File: src/rtl/regfile_write_buffer.sv
// regfile_write_buffer
// In-order write-back buffer that sits in front of the register file write port.
// It accepts (addr, data) requests over a valid/ready handshake and drains at most
// one entry per cycle into the register file. Writes to register 0 are accepted and
// dropped. For each read port it flags whether a queued write still targets that
// address, so the issue logic can stall on the hazard.
// Optional build macro: REGFILE_WRITE_BUFFER_BYPASS_EN adds rd_bypass1/rd_bypass2,
// which carry the data of the youngest pending write to each read address.
module regfile_write_buffer #(
    parameter int width      = 32,
    parameter int addr_width = 5,
    parameter int depth      = 4
) (
    input  logic                       clk,
    input  logic                       reset,
    input  logic                       in_valid,
    output logic                       in_ready,
    input  logic [addr_width-1:0]      in_addr,
    input  logic [width-1:0]           in_data,
    input  logic                       hold,
    output logic                       wr_enable,
    output logic [addr_width-1:0]      wr_addr,
    output logic [width-1:0]           wr_data,
    input  logic [addr_width-1:0]      rd_addr1,
    input  logic [addr_width-1:0]      rd_addr2,
    output logic                       rd_pending1,
    output logic                       rd_pending2,
    output logic [$clog2(depth):0]     count,
    output logic                       empty,
    output logic                       full
`ifdef REGFILE_WRITE_BUFFER_BYPASS_EN
    ,
    output logic [width-1:0]           rd_bypass1,
    output logic [width-1:0]           rd_bypass2
`endif
);

    localparam int PW = $clog2(depth);
    localparam int CW = PW + 1;

    // Entry storage: read combinationally from every slot for hazard checks.
    logic [addr_width-1:0] addr_mem [depth];
    logic [width-1:0]      data_mem [depth];
    logic [depth-1:0]      valid_reg;

    logic [PW-1:0] head_reg;
    logic [PW-1:0] tail_reg;
    logic [CW-1:0] count_reg;
    logic [CW-1:0] count_next;

    logic accept;
    logic push;
    logic pop;

    logic [depth-1:0] match1;
    logic [depth-1:0] match2;

    assign count = count_reg;
    assign empty = (count_reg == '0);
    assign full  = (count_reg == CW'(depth));

    // Ready never looks at a same-cycle drain, so a full buffer refuses even while popping.
    assign in_ready  = !full && !reset;
    assign wr_enable = !empty && !hold && !reset;

    assign accept = in_valid && in_ready;
    // Register 0 is hardwired to zero: the handshake completes but nothing is queued.
    assign push   = accept && (in_addr != '0);
    assign pop    = wr_enable;

    // Head entry is presented even while held; zero when nothing is queued.
    assign wr_addr = empty ? '0 : addr_mem[head_reg];
    assign wr_data = empty ? '0 : data_mem[head_reg];

    // Per-entry address comparison against both read ports.
    generate
        for (genvar gi = 0; gi < depth; gi++) begin : g_match
            assign match1[gi] = valid_reg[gi] && (addr_mem[gi] == rd_addr1);
            assign match2[gi] = valid_reg[gi] && (addr_mem[gi] == rd_addr2);
        end
    endgenerate

    // An entry being drained this cycle is still valid, so it still reports pending.
    assign rd_pending1 = (rd_addr1 != '0) && (|match1);
    assign rd_pending2 = (rd_addr2 != '0) && (|match2);

    // Occupancy update: push and pop in the same edge cancel out.
    always_comb begin
        count_next = count_reg;
        if (push && !pop) begin
            count_next = count_reg + CW'(1);
        end else if (!push && pop) begin
            count_next = count_reg - CW'(1);
        end
    end

    // Pointer, occupancy and valid-bit state; reset discards every pending write.
    always_ff @(posedge clk) begin
        if (reset) begin
            head_reg  <= '0;
            tail_reg  <= '0;
            count_reg <= '0;
            valid_reg <= '0;
        end else begin
            count_reg <= count_next;
            if (pop) begin
                head_reg            <= head_reg + PW'(1);
                valid_reg[head_reg] <= 1'b0;
            end
            if (push) begin
                tail_reg            <= tail_reg + PW'(1);
                valid_reg[tail_reg] <= 1'b1;
            end
        end
    end

    // Entry payload capture at the tail; contents are don't-care until marked valid.
    always_ff @(posedge clk) begin
        if (push) begin
            addr_mem[tail_reg] <= in_addr;
            data_mem[tail_reg] <= in_data;
        end
    end

`ifdef REGFILE_WRITE_BUFFER_BYPASS_EN
    logic [PW-1:0] byp_idx;

    // Walk from oldest (head) to youngest; later matches override earlier ones.
    always_comb begin
        rd_bypass1 = '0;
        rd_bypass2 = '0;
        byp_idx    = '0;
        for (int k = 0; k < depth; k++) begin
            byp_idx = head_reg + PW'(k);
            if (rd_addr1 != '0 && match1[byp_idx]) begin
                rd_bypass1 = data_mem[byp_idx];
            end
            if (rd_addr2 != '0 && match2[byp_idx]) begin
                rd_bypass2 = data_mem[byp_idx];
            end
        end
    end
`endif

endmodule

File: config.mk
export PLATFORM = sky130hd
export DESIGN_NAME = regfile_write_buffer
export DESIGN_NICKNAME = d
export VERILOG_FILES = /design/src/rtl/regfile_write_buffer.sv
export SDC_FILE = /design/constraint.sdc
export NUM_CORES = 1
export LEC_CHECK = 0
export CORE_MARGIN = 5
export CORE_UTILIZATION = 59
export DETAILED_ROUTE_END_ITERATION = 10
export GPL_TIMING_DRIVEN = 1
export PLACE_DENSITY_LB_ADDON = 0.15
export SLEW_MARGIN = 20
export SYNTH_ARGS = -nofsm -noshare
export SYNTH_HDL_FRONTEND = slang
export SYNTH_SLANG_ARGS = --single-unit
File: constraint.sdc
create_clock -name clk -period 4 [get_ports clk]
set_clock_uncertainty 0.1 [all_clocks]
set_input_delay 0.8 -clock clk [delete_from_list [all_inputs] [get_ports clk]]
set_output_delay 0.8 -clock clk [all_outputs]
set_load 0.05 [all_outputs]
Word-level counts from Yosys, hierarchy flattened
Memories as Yosys holds them, arrays and structs flattened. A register that Yosys moved wholly into a read port is not among the register bits.
Cells that the tools add are included.
{"block": "op_classes", "n_bitwise": 3, "magnitude_cmp": 4, "reduce_logical": 32, "n_mux": 17, "n_addsub": 4, "eq_ne": 9}
{"cell": "5-bit == test", "count": 8}
{"cell": "32-bit two-way mux", "count": 1}
{"cell": "1-bit logical AND", "count": 19}
{"cell": "5-bit nonzero test", "count": 3}
{"cell": "4-bit two-way mux", "count": 3}
{"cell": "2-bit two-way mux", "count": 4}
{"cell": "4-bit OR reduction", "count": 2}
{"cell": "1-bit logical NOT", "count": 6}
{"cell": "2-bit by 3-bit < comparator with 1-bit output (second input constant)", "count": 2}
{"cell": "3-bit two-way mux", "count": 2}
{"cell": "5-bit two-way mux", "count": 1}
{"cell": "2-bit by 1-bit adder with 2-bit output (second input constant)", "count": 2}
{"cell": "4-bit bitwise AND", "count": 1}
{"cell": "1-bit demux with 2-bit select", "count": 2}
{"cell": "2-bit by 1-bit >= comparator with 1-bit output (second input constant)", "count": 2}
{"cell": "1-bit two-way mux", "count": 4}
{"cell": "4-bit NOT", "count": 1}
{"cell": "4-bit OR", "count": 1}
{"cell": "3-bit by 1-bit adder with 3-bit output (second input constant)", "count": 1}
{"cell": "3-bit == test (second input constant)", "count": 1}
{"cell": "3-bit logical NOT", "count": 1}
{"cell": "3-bit by 1-bit subtractor with 3-bit output (second input constant)", "count": 1}
{"cell": "2-bit nonzero test", "count": 1}
{"block": "totals", "ramBits": 148, "register_bits": 11, "mem_count": 2, "output_inout_bits": 46}
{"name": "data_mem", "words": 4, "word_bits": 32, "read_ports": 1, "rd_ports_with_merged_regs": 1, "write_ports": 1, "line": "43", "source": "logic [width-1:0] data_mem [depth];"}
{"name": "addr_mem", "words": 4, "word_bits": 5, "read_ports": 5, "rd_ports_with_merged_regs": 1, "write_ports": 1, "line": "42", "source": "logic [addr_width-1:0] addr_mem [depth];"}

Logic depth before layout (Yosys ltp)
{"block": "depth", "depth_word": 10, "mapped_depth": 10, "mapped_depth_nobuf": 9}

Worst setup path after synthesis
Ideal clock, no wire load.
{"block": "synth_path", "path_kind": "register to register", "from": "reg count_reg[2], in the netlist count[2]", "to": "reg count_reg[2], in the netlist count[2]", "path_stages_with_launch": 11, "t_arrival_ns": 3.908, "path_slack_ns": -0.077, "setup_ns": 0.070, "path_cell_list": "dfxtp_1 -> nor3b_1 -> nor2_1 -> o311a_4 -> buf_6 -> ha_1 -> inv_1 -> fa_1 -> xor2_1 -> or3_1 -> a21oi_1"}
{"block": "synth_via", "elab_chain_cells": 8, "word_cells_on_any_way": 18, "cone_classes": "add/sub: 2; eq/ne: 1; mux: 2; reduce/logical: 13"}
{"item": "from (decl)", "line": "48", "source": "logic [CW-1:0] count_reg;"}
{"item": "from (signal assigned)", "line": "105", "source": "count_reg <= count_next;"}
{"item": "3-bit == test *", "line": "60", "source": "assign full = (count_reg == CW'(depth));"}
{"item": "named net full", "line": "30", "source": "output logic full"}
{"item": "1-bit logical NOT *", "line": "63", "source": "assign in_ready = !full && !reset;"}
{"item": "1-bit logical AND *", "line": "63"}
{"item": "named net in_ready", "line": "17", "source": "output logic in_ready,"}
{"item": "1-bit logical AND *", "line": "66", "source": "assign accept = in_valid && in_ready;"}
{"item": "1-bit logical AND *", "line": "68", "source": "assign push = accept && (in_addr != '0);"}
{"item": "named net push", "line": "52", "source": "logic push;"}
{"item": "1-bit logical NOT", "line": "92", "source": "end else if (!push && pop) begin"}
{"item": "1-bit logical AND", "line": "92"}
{"item": "2-bit nonzero test (no line)"}
Mark *: on every way through the listed nets, which the timed path passes. The rest lies on a longest branch. The select of a mux whose other input is x is not followed.
A chain may end at the register's enable or synchronous reset.

==> results.tsv <==
stage	metric	value	unit
run_status	status	finished, final reports clean	
routing	final wirelength	13.2	mm
timing	Pins Over Slew Limit	0	
cts	clk sink count	161	
place	hpwl dp	8.28	mm
yosys	post-synthesis cell count	378	
floorplanning	num ports	97	
grt	Most Crowded Layer GR	met2	
grt	vias in the first global route	3691	
cts	CTS Hold Bufs	0	
setup_path	critical path peak fanout	30	
place	placed inst area	7880	um^2
timing	endpoints failing setup	0	
setup_path	CP Launch Type	flop	
cts	htree depth	4	
floorplanning	floorplan row count	39	
timing	final hold vios	0	
grt	grt met3 use	0.0555	
power	peak supply drop	476	uV
routing	Via density	5.72	
grt	grt met2 use	0.328	
final_layout	max reg flops	128	
floorplanning	die area	13700	um^2
final_layout	post-layout instance area	8460	um^2
min_path	hold path depth	2	
routing	routed vias	3602	
routing	DR WL/cell	20.9	um
routing	Post-route DRC	0	
cts	CTS buffer count	17	
place	Worst Setup Slack post-DPL	0.631	ns
timing	Setup WS post-layout	0.393	ns
timing	post-route clock period utilization	0.902	
place	routability congestion estimate	0.832	
timing	RSZ-0062 raised after global routing	no	
floorplanning	die extent in x	117	um
grt	initial antenna violation count	0	
power	leakage power	2.75	nW
setup_path	Setup CP Type	reg2out	
timing	min Tclk post-route	3.61	ns
final_layout	Util after Layout	0.748	
final_layout	Ant. Diodes	0	
grt	met1 GRT Util	0.284	
yosys	Yosys warning count	0	
routing	Antenna Violating Nets Remaining	0	
timing	Setup TNS	0	ns
setup_path	reg2reg start	count[0]	
final_layout	area grow syn2layout	24.8	%
yosys	post-synthesis sequential area ratio	0.694	
setup_path	CP Capture Type	output port	
routing	Initial DRT Pass Iterations	4	
yosys	Netlist cell types	32	
place	IO buf count	96	
setup_path	r2r setup slk	1.48	ns
cts	Clock Pin Slew Worst Setup and Hold Paths	0.07	ns
timing	Slew headroom	0.301	
yosys	Cell Area, Synth	6780	um^2
cts	Post-CTS Setup Bufs	0	
setup_path	Worst R2R Path Depth	9	
cts	Skew-Pair Late Insertion Delay	0.42	ns
setup_path	Worst Path Arrival	2.71	ns
routing	Starting DRT DRC Count	216	
cts	CTS tree	yes	
yosys	Synth Register Bits	161	
final_layout	share of layout cells above drive strength 1	0.179	
grt	first-pass GRT wire length	20.5	mm
grt	GR Overflow Total	0	
cts	CTS max path bufs	2	
cts	clk root buf	clkbuf_16	
floorplanning	die height	117	um
yosys	syn avg cell area	17.9	um^2
flow_run	Max Cap Violations	0	
floorplanning	Initial Util	0.599	
min_path	worst hold start	head_reg[1]	
grt	gr usage total	0.206	
grt	pin count of the biggest net entering global routing	38	
floorplanning	CORE AREA	11300	um^2
timing	Max Fclk	277	MHz
setup_path	Critical Path RT	3.10	ns
min_path	class of the worst hold path	reg2reg	
final_layout	Nets	535	
yosys	Syn Nets	439	
timing	Worst Tran Pin Value	1.05	ns
cts	# resized after CTS	0	
power	Pwr Density	696	nW/um^2
## through the flow
step           hold slack [ns]  power, mW  std cells
3_3_place_gp             0.424       4.32        598
5_1_grt                  0.496       6.11        630
3_5_place_dp             0.439       4.34        598
2_1_floorplan            0.386       3.62        378
6_report                 0.457       5.89        630
4_1_cts                  0.461       5.93        630
## cell usage in the layout (no fill, tap or decap), types with 2 or more instances in the layout
cell	count
edfxtp_1	148
clkdlybuf4s50_1	94
mux4_2	37
nor2b_1	37
xor2_1	34
clkbuf_16	17
nor2_1	11
dfxtp_1	11
xnor2_1	10
ha_1	9
nor4_1	8
nand3_1	8
inv_1	6
nand2_1	6
buf_4	5
and2_2	4
inv_6	4
clkinvlp_4	4
or3_1	2
or4_1	2
nand4_1	2
o21a_1	2
a22oi_2	2
a22oi_1	2
a21oi_1	2
dfxtp_2	2
clkinv_2	2
bufinv_16	2
buf_12	2
## kinds of logic (layout without fill, tap and decap cells)
family,Yosys count,after routing,synth area share
XOR/XNOR,44,44,0.0568
adder cells (fa/ha/maj),10,10,0.0196
flip-flops,161,161,0.694
AND/OR/NAND/NOR,83,83,0.0690
AO/OA/AOI/OAI,12,12,0.0160
buffers and inverters,30,139,0.0207
multiplexers,38,38,0.124
## synth_stat cells
cell type | n | area share
nor3_1 | 2 | 0.0015
and2_1 | 4 | 0.0037
xor2_1 | 34 | 0.044
nor3b_1 | 1 | 0.0011
o21ai_0 | 1 | 0.00074
or4_1 | 2 | 0.0022
a21oi_1 | 2 | 0.0015
fa_1 | 1 | 0.0030
nand4_1 | 2 | 0.0018
mux4_2 | 37 | 0.12
nand2_1 | 6 | 0.0033
clkbuf_1 | 17 | 0.0094
nor2b_1 | 37 | 0.034
nor4_1 | 8 | 0.0074
a22oi_2 | 2 | 0.0037
nand3_1 | 8 | 0.0059
o21a_1 | 2 | 0.0022
edfxtp_1 | 148 | 0.66
o311a_4 | 1 | 0.0031
o21ai_1 | 1 | 0.00074
dfxtp_1 | 13 | 0.038
buf_6 | 1 | 0.0017
buf_4 | 5 | 0.0055
a22oi_1 | 2 | 0.0022
xnor2_1 | 10 | 0.013
nor2_1 | 11 | 0.0061
buf_2 | 1 | 0.00074
inv_1 | 6 | 0.0033
mux2i_1 | 1 | 0.0015
o31ai_2 | 1 | 0.0018
or3_1 | 2 | 0.0018
ha_1 | 9 | 0.017
## report_power, final
part | switching [mW] | total, mW | internal (mW)
registers | 0.0863 | 2.04 | 1.95
clock network | 0.673 | 1.60 | 0.929
logic | 1.40 | 2.25 | 0.853
total | 2.16 | 5.89 | 3.73
## final timing paths
kind | endpoint
hold reg to reg | flop
hold / removal | flop
setup / recovery | wr_data[15]
setup reg to reg | count[2]
## critical path: stages, from the launching register on
cell             delay [ns]
dfxtp_2                0.52
buf_12                 0.31
mux4_2                 0.55
nor2b_1                0.16
clkdlybuf4s50_1        0.73
## area by class of cell
type	count	area [um^2]
flip-flops and latches	161	4710
fillers	713	2860
repair buffers	101	1020
multi-input cells	187	1950
clock inverters	14	155
inverters	6	22.5
well taps	143	179
clock buffers	18	429
## metal layers
layer | routed length [um] | share of wire
met2 | 6750 | 0.51
met1 | 5560 | 0.42
met5 | 0 | 0
met3 | 732 | 0.055
met4 | 149 | 0.011
Power figures use the tool's default switching activity.
